$ cat config.mk
export PLATFORM = sky130hd
export DESIGN_NAME = booth_datapath
export DESIGN_NICKNAME = d
export VERILOG_FILES = /design/src/rtl/booth_pkg.sv /design/src/rtl/booth_addsub.sv /design/src/rtl/booth_datapath.sv
export SDC_FILE = /design/constraint.sdc
export NUM_CORES = 1
export LEC_CHECK = 0
export CAP_MARGIN = 20
export CORE_UTILIZATION = 55
export DETAILED_ROUTE_END_ITERATION = 10
export DONT_BUFFER_PORTS = 1
export GPL_ROUTABILITY_DRIVEN = 1
export GPL_TIMING_DRIVEN = 0
export HOLD_SLACK_MARGIN = 0.06
export PLACE_DENSITY_LB_ADDON = 0.3
export SETUP_SLACK_MARGIN = 0.05
export SLEW_MARGIN = 20
export SYNTH_ARGS = -nofsm -noshare
export SYNTH_HDL_FRONTEND = slang
export SYNTH_SLANG_ARGS = --single-unit
$ cat constraint.sdc
create_clock -name clk -period 3.5 [get_ports clk]
set_clock_uncertainty 0.1 [all_clocks]
set_input_delay 0.525 -clock clk [delete_from_list [all_inputs] [get_ports clk]]
set_output_delay 0.525 -clock clk [all_outputs]
set_load 0.01 [all_outputs]
$ cat src/rtl/booth_pkg.sv
// Shared mode encodings for the Booth multiplier datapath and its controller.
package booth_pkg;

   localparam logic [1:0] A_HOLD = 2'b00;
   localparam logic [1:0] A_ASR  = 2'b01;
   localparam logic [1:0] A_LOAD = 2'b10;
   localparam logic [1:0] A_CLR  = 2'b11;

   localparam logic [1:0] Q_HOLD = 2'b00;
   localparam logic [1:0] Q_SHR  = 2'b01;
   localparam logic [1:0] Q_LOAD = 2'b10;
   localparam logic [1:0] Q_CLR  = 2'b11;

   localparam logic ALU_ADD = 1'b0;
   localparam logic ALU_SUB = 1'b1;

endpackage

$ cat src/rtl/booth_addsub.sv
// Combinational WIDTH-bit two's-complement adder/subtractor; overflow wraps.
module booth_addsub
   import booth_pkg::*;
#(
   parameter int WIDTH = 8
) (
   input  logic [WIDTH-1:0] a,
   input  logic [WIDTH-1:0] b,
   input  logic             op,
   output logic [WIDTH-1:0] result
);

   always_comb begin
      result = a + b;
      if (op == ALU_SUB) begin
         result = a - b;
      end
   end

endmodule

$ cat src/rtl/booth_datapath.sv
// Booth multiplier datapath: A, Q, Q_-1, M and iteration counter driven by
// per-cycle mode bits from the controller; every output is a register read.
module booth_datapath
   import booth_pkg::*;
#(
   parameter int WIDTH = 8,
   parameter int CNT_W = $clog2(WIDTH + 1)
) (
   input  logic               clk,
   input  logic               rst,
   input  logic [WIDTH-1:0]   multiplicand,
   input  logic [WIDTH-1:0]   multiplier,
   input  logic               a1,
   input  logic               a2,
   input  logic               q1,
   input  logic               q2,
   input  logic               m1,
   input  logic               alu,
   input  logic               count,
   output logic               c1,
   output logic               c2,
   output logic               cnt_zero,
   output logic [2*WIDTH-1:0] product,
   output logic               busy
);

   localparam logic [CNT_W-1:0] CNT_INIT = CNT_W'(WIDTH);

   logic [WIDTH-1:0] a_reg;
   logic [WIDTH-1:0] q_reg;
   logic [WIDTH-1:0] m_reg;
   logic             q_m1;
   logic [CNT_W-1:0] cnt;
   logic [WIDTH-1:0] alu_result;
   logic [1:0]       a_mode;
   logic [1:0]       q_mode;

   assign a_mode = {a1, a2};
   assign q_mode = {q1, q2};

   booth_addsub #(.WIDTH(WIDTH)) u_addsub (
      .a      (a_reg),
      .b      (m_reg),
      .op     (alu),
      .result (alu_result)
   );

   // Q shifts in the pre-edge A[0], so A=LOAD with Q=SHR never sees the ALU result.
   always_ff @(posedge clk) begin
      if (rst) begin
         a_reg <= '0;
         q_reg <= '0;
         q_m1  <= 1'b0;
         m_reg <= '0;
      end else begin
         case (a_mode)
            A_ASR:   a_reg <= {a_reg[WIDTH-1], a_reg[WIDTH-1:1]};
            A_LOAD:  a_reg <= alu_result;
            A_CLR:   a_reg <= '0;
            default: a_reg <= a_reg;
         endcase
         case (q_mode)
            Q_SHR: begin
               q_reg <= {a_reg[0], q_reg[WIDTH-1:1]};
               q_m1  <= q_reg[0];
            end
            Q_LOAD: begin
               q_reg <= multiplier;
               q_m1  <= 1'b0;
            end
            Q_CLR: begin
               q_reg <= '0;
               q_m1  <= 1'b0;
            end
            default: begin
               q_reg <= q_reg;
               q_m1  <= q_m1;
            end
         endcase
         if (m1) begin
            m_reg <= multiplicand;
         end
      end
   end

   // A Q load re-arms the counter even when a decrement is requested; it saturates at zero.
   always_ff @(posedge clk) begin
      if (rst) begin
         cnt <= '0;
      end else if (q_mode == Q_LOAD) begin
         cnt <= CNT_INIT;
      end else if (count && (cnt != '0)) begin
         cnt <= cnt - CNT_W'(1);
      end
   end

   assign c1       = q_reg[0];
   assign c2       = q_m1;
   assign cnt_zero = (cnt == '0);
   assign busy     = (cnt != '0);
   assign product  = {a_reg, q_reg};

endmodule

Word-level counts from Yosys, hierarchy flattened
Index checks and enable logic that the tools add are counted.
Storage, ports and cells
  word-level logic and storage cells: 34
  output and inout bits: 20
  bits in registers: 29
  input port bits: 25
Operators by class
  multiplexer cells: 6
  bitwise operators: 1
  equality and inequality tests: 6
  add/sub/neg operators: 3
  reduce and logical (&&, ||, !) cells: 11
Operators with widths (count)
  $pmux W8 S3: 2
  $add A8 B8 Y8: 1
  $eq A2 B2 Y1 const B: 4
  $mux W4: 2
  $mux W8: 1
  $sub A8 B8 Y8: 1
  $reduce_bool A2 Y1: 3
  $reduce_bool A3 Y1: 2
  $eq A2 B1 Y1 const B: 2
  $logic_not A4 Y1: 1
  $reduce_bool A4 Y1: 1
  $reduce_or A2 Y1: 2
  $sub A4 B1 Y4 const B: 1
  $pmux W1 S2: 1
  $reduce_and A2 Y1: 1
  $logic_and A1 B1 Y1: 1
  $not A1 Y1: 1

Depth between registers and ports, before layout
  depth in word-level cells: 4
  depth in mapped cells: 10
  mapped depth without buffers: 10

Modules after synthesis
From an unflattened synthesis, not the netlist that was laid out.
Second synthesis, totals
  cells, all modules: 191
  area total of the unflattened synthesis: 1740.4 um2
By module, submodules not included
  booth_datapath: area each 1273.7 um2, times used 1, sequential area each 580.6 um2, cells an instance 130
  booth_addsub: area each 466.7 um2, times used 1, sequential area each 0.0 um2, cells an instance 61

Least setup slack after synthesis
No wires, ideal clock.
  kind: register -> register
  start: register m_reg[0]
  end: register a_reg[3]
  path slack: 1.143 ns
  required time: 3.314 ns
  cell stages (with the launch flop): 11
  path buffers: 0
  clock period less this slack: 2.357 ns
  library setup time: 0.086 ns
  data arrival time: 2.171 ns
  cells stage by stage: dfxtp_1 -> inv_1 -> ha_1 -> mux2_2 -> inv_1 -> ha_1 -> nand2b_4 -> a21boi_0 -> o21ai_0 -> or3b_2 -> a211oi_1
On the way
  cells in the longest elaborated chain, start to end: 3
  elaborated cells on any way between the ends: 4
  classes of those cells: add/sub: 2; mux: 2
Ends and longest elaborated chain
  start: declaration: line booth_datapath.sv:31  | logic [WIDTH-1:0] m_reg;
  start signal: assignment: line booth_datapath.sv:81  | m_reg <= multiplicand;
  $add A8 B8 Y8 / $sub A8 B8 Y8 (equally long branches): line booth_addsub.sv:14, booth_addsub.sv:16
  $mux W8 (*): line booth_addsub.sv:15  | if (op == ALU_SUB) begin
  $pmux W8 S3 (*): line booth_datapath.sv:56  | case (a_mode)
  end signal: assignment: line booth_datapath.sv:57  | A_ASR: a_reg <= {a_reg[WIDTH-1], a_reg[WIDTH-1:1]};
  end signal: assignment: line booth_datapath.sv:58  | A_LOAD: a_reg <= alu_result;
  end signal: assignment: line booth_datapath.sv:60  | default: a_reg <= a_reg;
  end: declaration: line booth_datapath.sv:29  | logic [WIDTH-1:0] a_reg;
Mark *: on every way between the ends. The rest lies on a longest branch, timed or not.
A chain may end at the register's enable or synchronous reset.

Worst setup path after layout
Ends and elaborated chain as after synthesis.

==> metrics.md <==
| Metric | Value |
|---|---|
| Setup crit end kind | flip-flop |
| Max VDD drop | 0.2870 mV |
| Most frequent cell after synthesis | nor2_1 |
| Wire length per cell | 15.13 um |
| Post-route cell area | 0.001826 sq mm |
| RSZ-0062 raised after global routing | false |
| Max Buffers Root-to-Sink | 2 |
| Net switching power | 0.2728 mW |
| DRC violations left | 0 |
| Port Buffer Count | 0 |
| GR Overflow Total | 0 |
| Placed inst area | 0.001753 sq mm |
| Largest area contributor in the netlist | dfxtp_1 |
| Commonest cells in the synthesized netlist | nor2_1, dfxtp_1, mux2i_1 |
| Sequential Power Share | 44.2% |
| Lkg Pwr | 0.7283 nW |
| Seq/Total Area, Yosys | 33.87% |
| Post-Syn Area | 0.001714 sq mm |
| Register Area | 580.6 sq um |
| Critical path fanouts, max | 4 |
| DR vias | 1405 |
| Largest net degree at the start of global routing | 11 |
| Die Span Y | 57.83 um |
| Cells after DPL | 230 |
| Htree depth | 2 |
| Hold Crit Class | primary input to flip-flop |
| Initial antenna violation count | 0 |
| EDFF count, synth | 0 |
| Synth Instances | 199 |
| Footprint of the multi-input gates | 0.001032 sq mm |
| Setup CP Type | flip-flop to flip-flop |
| Synth-to-layout area growth | 6.496% |
| Die area | 0.003344 sq mm |
| Yosys warns | 0 |
| Final #Nets | 241 |
| Netlist cell types | 41 |
| Final Non-Filler Cells | 237 |
| Largest cells by area after synthesis | dfxtp_1, mux2i_1, nor2_1 |
| Worst Hold End | a_reg[7]$_SDFFE_PP0P_ |
| Hold buffers post-CTS | 0 |
| Max-cap viol count | 0 |
| Vias in the first global route | 1365 |
| Main synth FF type | dfxtp_1 |
| Clk sinks | 29 |
| Switching share of power | 31.17% |
| Cells along the critical path | inv_1, ha_1, mux2_2, inv_1, ha_1, nand2b_4, a21boi_0, o21ai_0, or3b_2, a211oi_1 |
| Core area | 0.002853 sq mm |
| Fmax | 393.3 MHz |
| Num CTS Buffers | 5 |
| Slew Viols, Final | 0 |
| # setup viols final | 0 |
| Clk root buf | clkbuf_4 |
| CTS tree | yes |
| Startpoint Class | flip-flop |
| Initial Util | 60.09% |
| Fraction of layout cells with a size suffix above 1 | 8.738% |
| Wire length of the first global-routing pass | 5961 um |
| Slew of the pin with the lowest slew margin | 564.9 ps |
| Setup bufs post-CTS | 0 |
| Fillers | 237 |
| Total wire length | 3586 um |
| P_int | 0.6023 mW |
| Drt pass-1 iters | 4 |
| Critical Path AT | 2700 ps |
| Min-Delay Path Depth | 1 |
| Status | completed |
| Seq cells post-synth | 29 |
| Initial drt markers | 43 |
| Num ports | 45 |
| Antenna viol nets, final | 0 |
| Worst slew margin | 62.34% |
| Post-DP HPWL | 2760 um |
| Avg Cell Area, Syn | 8.614 sq um |
| RR Startpoint | m_reg[0]$_SDFFE_PP0P_ |
| Min Tclk post-route | 2542 ps |
| Later-pin clock latency in the skew report | 330 ps |
| TNS Setup | 0 ps |
| Fin Hold WS | 224.7 ps |
| FP Rows | 19 |
| Placer congestion estimate | 0.8190 |
| Syn nets | 234 |
| Via-per-instance ratio | 5.928 |
| Power density over the cells | 479.4 mW/mm^2 |
| Clk slew on worst S/H paths | 100 ps |
| Yosys top cell area share | 33.87% |
| GRT Overall Usage | 23.20% |
| Antenna fix cells | 0 |
| R2R cell count | 10 |
| Required @ worst endpoint | 3650 ps |
| Crit-path max cell delay | 450 ps |
| Period utilization | 72.64% |
| Reg2reg end | a_reg[3]$_SDFFE_PP0P_ |
| Cts repair resizes | 0 |
| Slowest CP cell | or3b_2 |
| Worst Hold Launch | a1 |
| Clock network power share | 30.1% |
| Combinational Power Share | 25.6% |
| R2R Setup Slk | 960 ps |
| Async SR Flop Fraction | 0% |
| Final Hold Fails | 0 |
| Die Width | 57.83 um |
[through the flow]
stage	util (%)	worst slack, ps	power, mW
5_1_grt	63.99	802.8	0.9231
2_1_floorplan	-	1143	0.5747
6_report	63.99	957.7	0.8751
4_1_cts	63.99	953.5	0.8784
3_5_place_dp	61.45	975.7	0.6166
3_3_place_gp	61.45	1041	0.6044
[worst max path at each step]
stage                                startpoint               endpoint  slack (ps)
after detailed placement  m_reg[0]$_SDFFE_PP0P_  a_reg[3]$_SDFFE_PP0P_         980
final                     m_reg[0]$_SDFFE_PP0P_  a_reg[3]$_SDFFE_PP0P_         960
after global placement    m_reg[0]$_SDFFE_PP0P_  a_reg[3]$_SDFFE_PP0P_        1040
after floorplan           m_reg[0]$_SDFFE_PP0P_  a_reg[3]$_SDFFE_PP0P_        1140
after global routing      m_reg[0]$_SDFFE_PP0P_  a_reg[3]$_SDFFE_PP0P_         800
after CTS                 m_reg[0]$_SDFFE_PP0P_  a_reg[3]$_SDFFE_PP0P_         950
[power groups by stage]
stage          sequential, mW  combinational (mW)  clock, mW
6_report                0.387               0.224      0.264
5_1_grt                 0.391               0.249      0.283
4_1_cts                 0.387               0.223      0.268
3_5_place_dp            0.395               0.221          0
3_3_place_gp            0.393               0.211          0
2_1_floorplan           0.387               0.188          0
[cells in the final DEF (no fill, tap or decap), types with 7 or more instances in the layout]
master,count
dfxtp_1,29
nor2_1,40
inv_1,15
a211oi_1,7
xnor2_1,8
nor2b_1,7
ha_1,9
a21oi_1,11
mux2i_1,22
[metal layers]
layer,share of wire [%],GRT usage (%)
met1,45,27.97
met2,47,39.08
met3,5.6,6.027
met4,1.5,9.864
met5,0,0
[layout make-up]
type                       instances  area share [%]
clock inverter                     2           1.919
sequential                        29           31.80
buffer                            10           2.467
inverter                          15           3.084
multi-input combinational        145           56.55
clock buffer                       5           2.056
tap                               31           2.125
[critical path: cells and delay by family (launching register included)]
| family | cells | cell delay (ps) |
|---|---|---|
| adders and majority gates | 2 | 530 |
| DFF | 1 | 410 |
| and+or+nand+nor | 2 | 530 |
| buffers and inverters | 2 | 120 |
| muxes | 1 | 290 |
| AOI/OAI and AO/OA | 3 | 480 |
[cells by family after synthesis]
logic type,Yosys count,synth area share (%)
and+or+nand+nor,64,18.03
AOI/OAI and AO/OA,39,16.35
DFF,29,33.87
buffers and inverters,25,5.912
muxes,23,13.50
adders and majority gates,10,7.737
xor gates and xnor gates,9,4.599
Power figures use the tool's default switching activity.
